## src/rtl/bip_control_unit_if.sv

```systemverilog
// Program-memory fetch port of the BIP control unit: valid-handshaked request/instruction pair.
interface bip_control_unit_if #(
    parameter int PC_W    = 11,
    parameter int INSTR_W = 16
);
    logic               instr_req;
    logic [PC_W-1:0]    instr_addr;
    logic [INSTR_W-1:0] instr;
    logic               instr_valid;

    modport master (
        output instr_req,
        output instr_addr,
        input  instr,
        input  instr_valid
    );

    modport slave (
        input  instr_req,
        input  instr_addr,
        output instr,
        output instr_valid
    );
endinterface

```

## src/rtl/bip_control_unit.sv

```systemverilog
// BIP multi-cycle control unit: fetch over a valid handshake, one-cycle EXEC strobes, HLT parking.
// Optional macro BIP_BRANCH_EN adds JMP/BEQ/BNE; undefined, those opcodes decode as illegal NOPs.
module bip_control_unit #(
    parameter int PC_W      = 11,
    parameter int OPCODE_W  = 5,
    parameter int OPERAND_W = 11
) (
    input  logic                 i_clk,
    input  logic                 i_reset_n,
    input  logic                 i_start,
    input  logic                 i_acc_zero,
    bip_control_unit_if.master   bus_if,
    output logic [OPERAND_W-1:0] o_operand,
    output logic [1:0]           o_sel_a,
    output logic                 o_sel_b,
    output logic                 o_write_acc,
    output logic                 o_operacion,
    output logic                 o_write_ram,
    output logic                 o_read_ram,
    output logic                 o_busy,
    output logic                 o_halted,
    output logic                 o_illegal
);
    localparam int INSTR_W = OPCODE_W + OPERAND_W;

    typedef enum logic [1:0] {
        StIdle  = 2'd0,
        StFetch = 2'd1,
        StExec  = 2'd2,
        StHalt  = 2'd3
    } state_t;

    state_t               r_state;
    state_t               w_state_next;
    logic [PC_W-1:0]      r_pc;
    logic [PC_W-1:0]      w_pc_next;
    logic [INSTR_W-1:0]   r_ir;
    logic                 w_ir_load;
    logic [OPCODE_W-1:0]  w_opcode;
    logic [OPERAND_W-1:0] w_operand;
    logic                 w_opcode_hi_ok;

    assign w_opcode       = r_ir[INSTR_W-1:OPERAND_W];
    assign w_operand      = r_ir[OPERAND_W-1:0];
    // Opcode bits above [4:0] must be zero for any defined instruction.
    assign w_opcode_hi_ok = ((w_opcode >> 5) == '0);

`ifdef BIP_BRANCH_EN
    logic [PC_W-1:0] w_target;
    if (OPERAND_W >= PC_W) begin : g_target_trunc
        assign w_target = w_operand[PC_W-1:0];
    end else begin : g_target_ext
        assign w_target = {{(PC_W - OPERAND_W){1'b0}}, w_operand};
    end
`else
    logic w_unused_acc_zero;
    assign w_unused_acc_zero = i_acc_zero;
`endif

    always_ff @(posedge i_clk or negedge i_reset_n) begin
        if (!i_reset_n) begin
            r_state <= StIdle;
            r_pc    <= '0;
            r_ir    <= '0;
        end else begin
            r_state <= w_state_next;
            r_pc    <= w_pc_next;
            if (w_ir_load) begin
                r_ir <= bus_if.instr;
            end
        end
    end

    always_comb begin
        w_state_next     = r_state;
        w_pc_next        = r_pc;
        w_ir_load        = 1'b0;
        bus_if.instr_req = 1'b0;
        o_sel_a          = 2'b00;
        o_sel_b          = 1'b0;
        o_write_acc      = 1'b0;
        o_operacion      = 1'b0;
        o_write_ram      = 1'b0;
        o_read_ram       = 1'b0;
        o_busy           = 1'b0;
        o_halted         = 1'b0;
        o_illegal        = 1'b0;

        case (r_state)
            StIdle: begin
                if (i_start) begin
                    w_state_next = StFetch;
                end
            end
            StFetch: begin
                o_busy           = 1'b1;
                bus_if.instr_req = 1'b1;
                if (bus_if.instr_valid) begin
                    w_ir_load    = 1'b1;
                    w_state_next = StExec;
                end
            end
            StExec: begin
                o_busy       = 1'b1;
                w_state_next = StFetch;
                w_pc_next    = r_pc + PC_W'(1);
                if (!w_opcode_hi_ok) begin
                    o_illegal = 1'b1;
                end else begin
                    case (w_opcode[4:0])
                        5'h00: begin
                            w_state_next = StHalt;
                            w_pc_next    = r_pc;
                        end
                        5'h01: o_write_ram = 1'b1;
                        5'h02: begin
                            o_write_acc = 1'b1;
                            o_read_ram  = 1'b1;
                        end
                        5'h03: begin
                            o_write_acc = 1'b1;
                            o_sel_a     = 2'b01;
                        end
                        5'h04, 5'h06: begin
                            o_write_acc = 1'b1;
                            o_read_ram  = 1'b1;
                            o_sel_a     = 2'b10;
                            o_operacion = w_opcode[1];
                        end
                        5'h05, 5'h07: begin
                            o_write_acc = 1'b1;
                            o_sel_a     = 2'b10;
                            o_sel_b     = 1'b1;
                            o_operacion = w_opcode[1];
                        end
`ifdef BIP_BRANCH_EN
                        5'h08: w_pc_next = w_target;
                        5'h09: if (i_acc_zero) w_pc_next = w_target;
                        5'h0A: if (!i_acc_zero) w_pc_next = w_target;
`endif
                        default: o_illegal = 1'b1;
                    endcase
                end
            end
            StHalt: begin
                o_halted = 1'b1;
                if (i_start) begin
                    w_state_next = StFetch;
                    w_pc_next    = '0;
                end
            end
            default: w_state_next = StIdle;
        endcase
    end

    assign bus_if.instr_addr = r_pc;
    assign o_operand         = w_operand;

endmodule

```

## src/flat_wrapper.sv

```systemverilog
// flat-port wrapper written by rule: the top's interface ports become plain ports
module bip_control_unit_flat 
#(
    parameter int PC_W      = 11,
    parameter int OPCODE_W  = 5,
    parameter int OPERAND_W = 11
)
  (i_clk, i_reset_n, i_start, i_acc_zero, o_operand, o_sel_a, o_sel_b, o_write_acc, o_operacion, o_write_ram, o_read_ram, o_busy, o_halted, o_illegal, bus_if_instr_req, bus_if_instr_addr, bus_if_instr, bus_if_instr_valid);
  bip_control_unit_if #(.PC_W(PC_W), .INSTR_W(((5) + (11)))) bus_if_i ();
  input  logic i_clk;
  input  logic i_reset_n;
  input  logic i_start;
  input  logic i_acc_zero;
  output logic [OPERAND_W-1:0] o_operand;
  output logic [1:0] o_sel_a;
  output logic o_sel_b;
  output logic o_write_acc;
  output logic o_operacion;
  output logic o_write_ram;
  output logic o_read_ram;
  output logic o_busy;
  output logic o_halted;
  output logic o_illegal;
  output wire logic [$bits(bus_if_i.instr_req)-1:0] bus_if_instr_req;
  output wire logic [$bits(bus_if_i.instr_addr)-1:0] bus_if_instr_addr;
  input wire logic [$bits(bus_if_i.instr)-1:0] bus_if_instr;
  input wire logic [$bits(bus_if_i.instr_valid)-1:0] bus_if_instr_valid;
  assign bus_if_instr_req = bus_if_i.instr_req;
  assign bus_if_instr_addr = bus_if_i.instr_addr;
  assign bus_if_i.instr = bus_if_instr;
  assign bus_if_i.instr_valid = bus_if_instr_valid;
  bip_control_unit #(.PC_W(PC_W), .OPCODE_W(OPCODE_W), .OPERAND_W(OPERAND_W)) u_core (.i_clk(i_clk), .i_reset_n(i_reset_n), .i_start(i_start), .i_acc_zero(i_acc_zero), .bus_if(bus_if_i), .o_operand(o_operand), .o_sel_a(o_sel_a), .o_sel_b(o_sel_b), .o_write_acc(o_write_acc), .o_operacion(o_operacion), .o_write_ram(o_write_ram), .o_read_ram(o_read_ram), .o_busy(o_busy), .o_halted(o_halted), .o_illegal(o_illegal));
endmodule
```

## config.mk

```make
export PLATFORM = sky130hd
export DESIGN_NAME = bip_control_unit_flat
export DESIGN_NICKNAME = d
export VERILOG_FILES = /design/src/rtl/bip_control_unit_if.sv /design/src/rtl/bip_control_unit.sv /design/src/flat_wrapper.sv
export SDC_FILE = /design/constraint.sdc
export NUM_CORES = 1
export LEC_CHECK = 0
export ABC_AREA = 1
export ABC_CLOCK_PERIOD_IN_PS = 1390
export CAP_MARGIN = 20
export CORE_AREA = 10 10 73 75
export CTS_BUF_LIST = sky130_fd_sc_hd__clkbuf_8
export DETAILED_ROUTE_END_ITERATION = 10
export DIE_AREA = 0 0 83 85
export PLACE_DENSITY = 0.82
export SYNTH_ARGS = -nofsm -noshare
export SYNTH_HDL_FRONTEND = slang
export SYNTH_SLANG_ARGS = --single-unit
```

## constraint.sdc

```tcl
create_clock -name i_clk -period 1.39 [get_ports i_clk]
set_input_delay 0.278 -clock i_clk [delete_from_list [all_inputs] [get_ports i_clk]]
set_output_delay 0.278 -clock i_clk [all_outputs]
set_load 0.02 [all_outputs]
```

* Word level (Yosys, flattened, before mapping)
Index checks and enable logic that the tools add are counted.
** Word-level totals
- Flip-flop bits (word level) :: 29
- Input bits :: 21
- Word-level logic and storage cells :: 56
** Cells by class
- Equality and inequality tests :: 14
- Reductions and logical operators :: 12
- Muxes and demuxes :: 26
- Add/sub/neg operators :: 1
** Operators with widths (number)
- 11-bit two-way mux :: 2
- 11-bit one-hot mux with 2 select lines :: 1
- 5-bit by 3-bit == test with 1-bit output (second input constant) :: 4
- 1-bit two-way mux :: 17
- 11-bit by 1-bit adder with 11-bit output (second input constant) :: 1
- 5-bit by 2-bit == test with 1-bit output (second input constant) :: 2
- 2-bit two-way mux :: 4
- 8-bit OR reduction :: 1
- 2-bit inequality test (second input constant) :: 3
- 2-bit one-hot mux with 3 select lines :: 1
- 2-bit OR reduction :: 3
- 6-bit OR reduction :: 1
- 5-bit by 1-bit == test with 1-bit output (second input constant) :: 1
- 5-bit zero test :: 1
- 2-bit == test (second input constant) :: 2
- 2-bit one-hot mux with 2 select lines :: 1
- 4-bit OR reduction :: 1
- 3-bit AND reduction :: 1
- 3-bit OR reduction :: 1
- 2-bit by 1-bit == test with 1-bit output (second input constant) :: 1
- 2-bit zero test :: 1
- 2-bit by 1-bit inequality test with 1-bit output (second input constant) :: 1
- 2-bit AND reduction :: 1
- 2-bit nonzero test :: 1

* Longest topological paths before layout
Gate-level depths: netlist (run 1).
- Word-level depth :: 4
- Gate-level depth with buffers :: 9

* Worst setup path before layout (run 1)
OpenSTA, ideal clock, no wires.
- Kind :: register to output
- Start :: register u_core.r_state[0]
- End :: output o_write_ram
- Path buffers :: 0
- Stages on the path, launching flop included :: 5
- Setup slack :: -182 ps
- Arrival :: 1294 ps
- Required time :: 1112 ps
- Cell sequence :: dfrtp_1 inv_1 ha_1 nand2_2 nor3_1
** On the way
- Longest elaborated chain between the ends :: 2
** Ends and longest elaborated chain
- start: declaration :: RTL line bip_control_unit.sv:33 : state_t r_state;
- start signal: assignment :: RTL line bip_control_unit.sv:62 : r_state <= StIdle;
- start signal: assignment :: RTL line bip_control_unit.sv:66 : r_state <= w_state_next;
- 2-bit == test :: RTL line bip_control_unit.sv:89 : case (r_state)
- 1-bit two-way mux :: RTL line bip_control_unit.sv:89
- end: declaration :: RTL line flat_wrapper.sv:19 : output logic o_write_ram;
Every way passes these cells.

* Final worst setup path (run 1)
- Start :: register u_core.r_state[0]
- End :: output o_read_ram
** On the way
- Longest elaborated chain between the ends :: 2
** Ends and longest elaborated chain
- 2-bit == test :: RTL line bip_control_unit.sv:89
- 1-bit two-way mux :: RTL line bip_control_unit.sv:89
- end: declaration :: RTL line flat_wrapper.sv:20 : output logic o_read_ram;
Every way passes these cells.

==> out/metrics.yaml, run 1 <==
drive_gt1_share_pct: 47.0
fin_crit_sh_pct: 118
nets: 304
cts_tree: "done"
failed_checks: "negative setup slack"
fmax_ghz: 0.611
hold_buffers: 0
async_reset_ff_share_pct: 100
syn_area_per_cell_um2: 8.35
slew_headroom_pct: 80.7
setup_viol: 34
yosysTopAreaCell: "dfrtp_1"
diodes: 0
outcome: "finished with violations"
hold_ws_ps: 357
cts_made_buffers: 5
area_growth_syn_to_layout_pct: 83.7
hp-class: "in -> async"
arrival_ps: 1360
ys_warn_count: 0
coreArea_um2: 3910
firstDrtPassIters: 4
num_io_pins: 54
synth_top_area_share_pct: 45.5
cp_data_required_time_ps: 1110
synth_ff_type: "dfrtp_1"
place_area_um2: 2380
fp.dieW_um: 83
critPathSlowestCell: "dfrtp_1"
finalSetupTns_ps: -4340
finalMaxSlewViolations: 0
wire_per_inst_um: 15.4
met2_usage_pct: 25.3
met3_usage_pct: 6.50
fin_area_um2: 2930
htreeDepth: 2
hpwl_mm: 3.17
yosys_register_bits: 29
die_h_um: 85
max_stage_delay_ps: 400
wl_mm: 5.05
clockRootBuffer: "clkbuf_8"
ys_top_cells_by_area: "dfrtp_1 (46%), nand2_1 (12%), mux2_2 (8.5%)"
grt_pass1_vias: 1747
syn-num-nets: 217
tightest_slew_ps: 289
yosysSeqAreaShare_pct: 45.5
yosysUniqueCellTypes: 22
grt_overflow_total: 0
grt_max_degree: 30
timing.final.ws_setup_ps: -248
cts_buffer_depth: 2
crit_chain: "inv_2, ha_4, nand3_4, a21oi_4, buf_6"
cts.clk_slew.worst_paths_ps: 70
drt_iter0_drc: 120
rsz0062_at_grt: "yes"
use_met1_pct: 13.9
end_kind: "output port"
regArea_um2: 727
gr-usage-all-layers_pct: 14.1
avgViaCountPerCell: 4.90
dr_total_vias: 1613
power.density_nw_per_um2: 2240
final_antenna_net_count: 0
utilization_pct: 74.8
syn_area_um2: 1590
synthCells: 191
dieArea_um2: 7060
ir_drop_v: 0.00109
cp-start-kind: "flop"
synthTopCellsByCount: "nand2_1 (51), dfrtp_1 (29), inv_1 (23), nand3_1 (17), nor2_1 (16)"
cts.sinks: 29
grt_busiest_layer: "met2"
synth_most_common_cell: "nand2_1"
start_util_pct: 40.7
leakagePower_uw: 0.00150
synth_edf_count: 0
antenna_found_initial: 0
worstPathMaxFanout: 5
place_congestion: 0.830
rows: 23
num-fill-cells: 289
clk-insertion-delay-late_ps: 280
multiInputGateArea_um2: 1040
period_minus_slack_ps: 1640
port_buffers: 52
fin_skew_ps: 4.36
finalHoldViolCount: 0
cap_violations: 0
grt_pass1_wl_mm: 8.27
drc: 0
critPathKind: "reg -> out"
## metrics by stage
step,power [uW],setup slack (ps),cells
6_report,6570,-248,329
3_5_place_dp,4620,-555,310
4_1_cts,6110,-225,323
2_1_floorplan,3270,-1.02,191
5_1_grt,6990,-306,329
3_3_place_gp,4520,-488,310
## power breakdown
part           leakage (uW)  internal (uW)  switching (uW)
logic               0.00108           2060            2110
clock network     0.0000626            576             325
registers          0.000357           1230             276
## routing by layer
| metal | wire length (um) | part of all wire (%) |
|---|---|---|
| met1 | 1820 | 36 |
| met2 | 2700 | 53 |
| met3 | 415 | 8.2 |
| met4 | 113 | 2.2 |
| met5 | 0 | 0 |
## cell usage in the layout, fill, tap and decap left out, drive strengths merged
master,n
mux2,12
nand4,1
inv,24
nor2,19
clkbuf,8
o21ai,5
nand2,56
clkdlybuf4s50,19
o21bai,1
xor2,1
a21oi,5
dfrtp,29
bufinv,1
ha,5
nor3,1
or2,2
o22ai,1
buf,52
nand3,17
dlygate4sd2,20
## final timing paths
| check | start | to | slack [ps] | depth (start not counted) |
|---|---|---|---|---|
| hold / removal | i_reset_n | u_core.bus_if.instr_addr[1] | 360 | 2 |
| hold reg to reg | u_core.r_ir[4] | u_core.r_ir[4] | 500 | 1 |
| setup / recovery | u_core.r_state[0] | o_read_ram | -250 | 5 |
| max in group asynchronous | i_reset_n | u_core.r_ir[15] | 850 | 2 |
| setup reg to reg | u_core.r_state[1] | u_core.bus_if.instr_addr[5] | -170 | 10 |
| min in group i_clk | u_core.r_ir[4] | u_core.r_ir[4] | 500 | 1 |
## repair_timing
item	CTS	global route
pin swaps	12	12
cloned	2	0
buffers inserted	3	6
endpoints found under the setup margin	59	41
resized for setup	149	29
## worst max-delay path: cells and delay by family, from the launching register on
kind	cells	cell delay [ps]
buffers and inverters	2	210
adder cells (fa/ha/maj)	1	200
AO/OA/AOI/OAI	1	160
AND/OR/NAND/NOR	1	120
flip-flops	1	400
## registers in the layout, summed over array words and instances (netlist names)
register	count
u_core.r_ir	16
u_core.bus_if.instr_addr	11
u_core.r_state	2
## cell type report
cell class,instances,area share [%]
inverters,23,3.12
flip-flops and latches,29,24.8
repair buffers,93,30.4
clock inverters,2,1.15
clock buffers,6,2.82
well taps,50,2.14
multi-input cells,126,35.5
## cell families (layout without fill, tap and decap cells)
family                     after synthesis  after routing  share of synthesized area (%)
and+or+nand+nor                         95             96                           25.4
buffers and inverters                   37            124                           11.9
DFF                                     29             29                           45.5
AOI/OAI and AO/OA                       12             12                           4.24
muxes                                   12             12                           8.48
adders and majority gates                5              5                           3.92
xor gates and xnor gates                 1              1                          0.550
(Power assumes the default switching activity.)
==> run 2: changes to the inputs <==
- GPL_TIMING_DRIVEN: not set -> 0
- SETUP_SLACK_MARGIN: not set -> 0.4
- SKIP_LAST_GASP: not set -> 1
==> run 2 against run 1 <==
Net effect: sequential power is 7% higher; sequential cell count stayed put; maximum frequency is 2.1% lower; first-iteration DRC count is 33% lower; sequential share of layout area is 0.74 points lower; cell area is 4.1% higher; the run ends with negative hold slack, negative setup slack left; critical endpoint unchanged; via count is 2.1% higher; critical path depth is 1 lower; combinational power is 12% higher.
==> out/metrics.yaml, run 2 (synthesized netlist as in run 1, its figures left out) <==
dr_total_vias: 1647  # +2.1%
period_minus_slack_ps: 1670  # +35.9 ps
hold_ws_ps: -28.4  # -385 ps
cts.clk_slew.worst_paths_ps: 70  # about the same
cp-start-kind: "flop"
reg2reg_slack_ps: -250  # -80 ps
regArea_um2: 734  # +1.0%
leakagePower_uw: 0.00152  # +1.8%
cts.sinks: 29  # unchanged
fin_crit_sh_pct: 120  # +2.6 points
power.density_nw_per_um2: 2400  # +6.9%
multiInputGateArea_um2: 902  # -13%
finalHoldViolCount: 10  # +10
place_area_um2: 2340  # -1.8%
p_sw_uw: 2750  # +1.4%
comb_power_share_pct: 63.5  # +0.2 points
final_cells: 345  # +4.9%
die_h_um: 85  # unchanged
rows: 23  # unchanged
htreeDepth: 2  # unchanged
worstPathMaxFanout: 5  # unchanged
crit_buf_inv: 1  # -1
grt_pass1_wl_mm: 8.16  # -1.3%
num-fill-cells: 257  # -11%
pwr-share-seq_pct: 22.1  # -0.9 points
grt_max_degree: 20  # -33%
grt_overflow_total: 0  # unchanged
critPathKind: "reg -> out"
dieArea_um2: 7060  # unchanged
ir_drop_v: 0.00138  # +27%
grt_pass1_vias: 1753  # +0.34%
coreArea_um2: 3910  # unchanged
slew_headroom_pct: 61.8  # -19 points
hold_buffers: 0  # unchanged
fin_area_um2: 3050  # +4.1%
drc: 0  # unchanged
cap_violations: 0  # unchanged
layout_common_cells: "buf_6 (50), nand2_1 (45), buf_4 (36)"
antenna_found_initial: 0  # unchanged
drive_gt1_share_pct: 54.2  # +7.3 points
cts_made_buffers: 5  # unchanged
cp_data_required_time_ps: 1110  # about the same
timing.final.ws_setup_ps: -284  # -35.9 ps
regMostFlops: "u_core.r_ir"
clk-insertion-delay-late_ps: 280  # about the same
wire_per_inst_um: 15.2  # -1.2%
port_buffers: 52  # unchanged
fp.dieW_um: 83  # unchanged
clockRootBuffer: "clkbuf_8"
fmax_ghz: 0.597  # -2.1%
final_common_cell: "buf_6"
drt_iter0_drc: 81  # -33%
cts_tree: "done"
crit_family: "flip-flops"
num_io_pins: 54  # unchanged
finalMaxSlewViolations: 0  # unchanged
gr-usage-all-layers_pct: 13.8  # -0.24 points
swShare_pct: 37.5  # -3.7 points
end_kind: "output port"
hp-class: "in -> async"
start_util_pct: 40.7  # unchanged
arrival_ps: 1400  # +40 ps
pwr-share-clk_pct: 14.4  # +0.7 points
hpwl_mm: 3.18  # +0.41%
place_congestion: 0.826  # -0.45%
dp_cells: 294  # -5.2%
cts_buffer_depth: 2  # unchanged
outcome: "finished with violations"
firstDrtPassIters: 4  # unchanged
diodes: 0  # unchanged
p_int_uw: 4570  # +18%
failed_checks: "negative hold slack, negative setup slack"
area_growth_syn_to_layout_pct: 91.3
setup_viol: 37  # +8.8%
final_antenna_net_count: 0  # unchanged
critPathSlowestCell: "dfrtp_1"
fin_skew_ps: 10.2  # +5.81 ps
max_stage_delay_ps: 440  # +40 ps
avgViaCountPerCell: 4.77  # -2.6%
rsz0062_at_grt: "yes"
nets: 320  # +5.3%
tightest_slew_ps: 572  # +283 ps
wl_mm: 5.24  # +3.6%
largest_reg_flops: 16  # unchanged
crit_chain: "nor2_2, nand3_4, a21oi_4, buf_6"
==> run 2: cell types whose count changed in the layout (fill, tap and decap cells not counted), sizes merged <==
cell           change
clkdlybuf4s50      -1
clkbuf             -3
bufinv             +1
inv                -2
clkinv             +1
clkinvlp           +1
dlygate4sd2       -20
buf               +39
nand2              -1
dlymetal6s2s       +1
==> run 2: path summary, 6_finish.rpt <==
path / start / endpoint / cells past startpoint
worst max-delay path: u_core.r_ir[15] / o_read_ram / 4
worst min-delay path: i_reset_n / u_core.bus_if.instr_addr[8] / 1
worst max register to register: u_core.r_state[1] / u_core.bus_if.instr_addr[5] / 11
worst min register to register: u_core.r_ir[6] / u_core.r_ir[6] / 1
max in group asynchronous: i_reset_n / u_core.bus_if.instr_addr[2] / 2
min in group i_clk: u_core.r_ir[6] / u_core.r_ir[6] / 1
==> run 2: stage by stage <==
stage	utilization [%]	TNS, ps	power [uW]	setup WS [ps]	hold WS [ps]
after global placement	59.4	-21140	4530	-629	488
final	77.9	-6120	7320	-284	-28.4
after global routing	77.9	-8160	7750	-346	-5.01
after CTS	73.1	-5160	6720	-283	364
after floorplan	-	0	3530	54.9	-17.6
after detailed placement	59.8	-6690	4640	-567	497
==> run 2: area by class of cell <==
cell class	instances	share of cell area, %
Buffer	14	5.29
Clock buffer	5	2.26
Clock inverter	3	2.13
Inverter	23	3.20
Multi-Input combinational cell	125	29.6
Sequential cell	29	24.1
Tap cell	50	2.05
Timing Repair Buffer	96	31.4
==> run 2: power groups by stage <==
stage	logic [uW]	registers, uW	clock network, uW
2_1_floorplan	1830	1700	0
3_3_place_gp	2930	1600	0
3_5_place_dp	3000	1640	0
4_1_cts	4060	1590	1070
5_1_grt	4980	1670	1100
6_report	4650	1620	1050
==> run 2: what timing repair did <==
| action | 4_1_cts | 5_1_grt |
|---|---|---|
| cloned | 2 | 0 |
| endpoints found under the setup margin | 62 | 64 |
| gates resized for setup | 231 | 25 |
| pin swaps | 10 | 8 |
| setup buffers | 27 | 14 |
| hold endpoints to repair | 0 | 5 |
==> run 2: per-layer routing <==
| metal | GRT usage [%] | wire (um) | share of wire, % |
|---|---|---|---|
| met3 | 5.74 | 366 | 7.0 |
| met4 | 4.49 | 46 | 0.88 |
| met2 | 26.4 | 2920 | 56 |
| met1 | 13.1 | 1900 | 36 |
| met5 | 0 | 0 | 0 |
==> run 3: changes to the inputs <==
- CAP_MARGIN: 20 -> not set
- CORE_AREA: 10 10 73 75 -> 10 10 99 57
- DIE_AREA: 0 0 83 85 -> 0 0 109 67
==> run 3 against run 2 <==
Net effect: the run ends with negative setup slack left; maximum frequency down 3.2%; sequential cell count unchanged; clock skew down 4.5 ps; first-iteration DRC count unchanged; sequential share of layout area up 0.86 points; worst setup slack worse by 56 ps; wire length up 5.7%; combinational power down 2%; critical path depth up 2; critical endpoint unchanged.
==> out/metrics.yaml, run 3 (synthesized netlist as in run 1, its figures left out) <==
worstRegToRegCells: 11  # unchanged
clk-insertion-delay-late_ps: 290  # about the same
worstPathMaxFanout: 3  # -2
clockRootBuffer: "clkbuf_8"
critPathKind: "reg -> out"
final_antenna_net_count: 0  # unchanged
hpwl_mm: 3.31  # +4.2%
fin_area_um2: 2930  # -3.8%
fp.dieW_um: 109  # +31%
grt_pass1_wl_mm: 7.74  # -5.2%
outcome: "finished with violations"
cts_buffer_depth: 2  # unchanged
layout_common_cells: "buf_6 (49), nand2_1 (38), buf_4 (30)"
met2_usage_pct: 25.2  # -1.2 points
rows: 16  # -30%
timing.final.ws_setup_ps: -340  # -56.2 ps
finalMaxSlewViolations: 0  # unchanged
fin_crit_sh_pct: 124  # +4.0 points
rsz0062_at_grt: "yes"
dr_total_vias: 1612  # -2.1%
regMostFlops: "u_core.r_ir"
tightest_slew_ps: 741  # +169 ps
cts_made_buffers: 5  # unchanged
use_met1_pct: 13.7  # +0.65 points
cts.clk_slew.worst_paths_ps: 60  # about the same
cp-start-kind: "flop"
cts_tree: "done"
fin_skew_ps: 5.68  # -4.50 ps
grt_busiest_layer: "met2"
met3_usage_pct: 3.93  # -1.8 points
final_common_cell: "buf_6"
die_h_um: 67  # -21%
wire_per_inst_um: 16.3  # +7.2%
grt_max_degree: 30  # +50%
utilization_pct: 75.9  # -2.0 points
num_io_pins: 54  # unchanged
regToRegStartpoint: "u_core.r_state[0]"
largest_reg_flops: 16  # unchanged
cts.sinks: 29  # unchanged
gr-usage-all-layers_pct: 13.4  # -0.41 points
hp-class: "in -> async"
port_buffers: 52  # unchanged
drive_gt1_share_pct: 53.8  # -0.39 points
finalSetupTns_ps: -8920  # -2800 ps
reg2reg_to: "u_core.bus_if.instr_addr[0]"
pre_cts_ws_ps: -612  # -44.5 ps
grt_overflow_total: 0  # unchanged
wl_mm: 5.54  # +5.7%
drc: 0  # unchanged
area_growth_syn_to_layout_pct: 84.1
firstDrtPassIters: 4  # unchanged
setup_viol: 38  # +2.7%
slew_headroom_pct: 50.6  # -11 points
fmax_ghz: 0.578  # -3.2%
cap_violations: 0  # unchanged
place_congestion: 0.862  # +4.3%
leakagePower_uw: 0.00146  # -4.0%
diodes: 0  # unchanged
coreArea_um2: 3860  # -1.3%
end_kind: "output port"
start_util_pct: 41.3  # +0.53 points
avgViaCountPerCell: 4.74  # -0.69%
failed_checks: "negative setup slack"
reg2reg_slack_ps: -250  # about the same
num-fill-cells: 216  # -16%
place_area_um2: 2330  # -0.43%
finalHoldViolCount: 0  # -10
period_minus_slack_ps: 1730  # +56.2 ps
grt_pass1_vias: 1596  # -9.0%
dieArea_um2: 7300  # +3.5%
nets: 311  # -2.8%
dp_cells: 297  # +1.0%
htreeDepth: 2  # unchanged
power.density_nw_per_um2: 2340  # -2.4%
ir_drop_v: 0.00113  # -18%
arrival_ps: 1450  # +50 ps
cp_data_required_time_ps: 1110  # about the same
hold_buffers: 0  # unchanged
antenna_found_initial: 0  # unchanged
drt_iter0_drc: 81  # unchanged
final_cells: 340  # -1.4%
-- run 3: changes by cell type in the layout (fill, tap and decap cells not counted), moves of 2 or more --
| cell | previous run | this run |
|---|---|---|
| bufinv_16 | 2 | 0 |
| nand2_2 | 5 | 13 |
| mux2_4 | 8 | 12 |
| dfrtp_2 | 7 | 5 |
| inv_1 | 16 | 18 |
| nand2_1 | 45 | 38 |
| dfrtp_1 | 22 | 24 |
| mux2_2 | 4 | 0 |
| nor2_1 | 6 | 8 |
| buf_4 | 36 | 30 |
| nor2_2 | 8 | 5 |
-- run 3: how the worst max path moves through the flow --
stage	endpoint	startpoint	slack [ps]
2_1_floorplan	u_core.bus_if.instr_addr[4]	u_core.r_state[0]	50
3_3_place_gp	u_core.r_state[1]	i_reset_n	-580
3_5_place_dp	u_core.r_state[0]	i_reset_n	-610
4_1_cts	o_read_ram	u_core.r_state[0]	-260
5_1_grt	o_read_ram	u_core.r_ir[14]	-370
6_report	o_read_ram	u_core.r_ir[14]	-340
-- run 3: metal layers --
| metal | wire length [um] | part of all wire (%) |
|---|---|---|
| met1 | 2200 | 40 |
| met2 | 2950 | 53 |
| met3 | 293 | 5.3 |
| met4 | 85 | 1.5 |
| met5 | 0 | 0 |
-- run 3: critical path, stage by stage (launching register included) --
cell	delay [ps]
dfrtp_1	430
inv_2	90
nand2_2	70
nor2_4	160
nand3_4	120
a21oi_4	170
buf_6	130
-- run 3: final cells by class --
class | instances | area, um^2 | share of cell area (%)
multi-input combinational | 125 | 933 | 31.8
sequential | 29 | 732 | 24.9
clock buffer | 5 | 68.8 | 2.35
buffer | 14 | 161 | 5.50
inverter | 23 | 97.6 | 3.33
tap | 54 | 67.6 | 2.30
timing repair buffer | 87 | 862 | 29.4
clock inverter | 3 | 11.3 | 0.384
-- run 3: repair_timing --
action / CTS / global route
gates cloned: 1 / 1
resized for setup: 231 / 34
endpoints found under the setup margin: 91 / 62
buffers inserted: 22 / 11
pin swaps: 9 / 13
-- run 3: metrics by stage --
stage / hold WS, ps / total power, uW
after floorplan: -17.6 / 3530
after global placement: 488 / 4520
after detailed placement: 499 / 4660
after CTS: 177 / 6140
after global routing: 219 / 7210
final: 146 / 6870
-- run 3: power breakdown --
part,internal (uW),switching (uW)
clock,333,333
sequential,1240,420
combinational,2470,2070
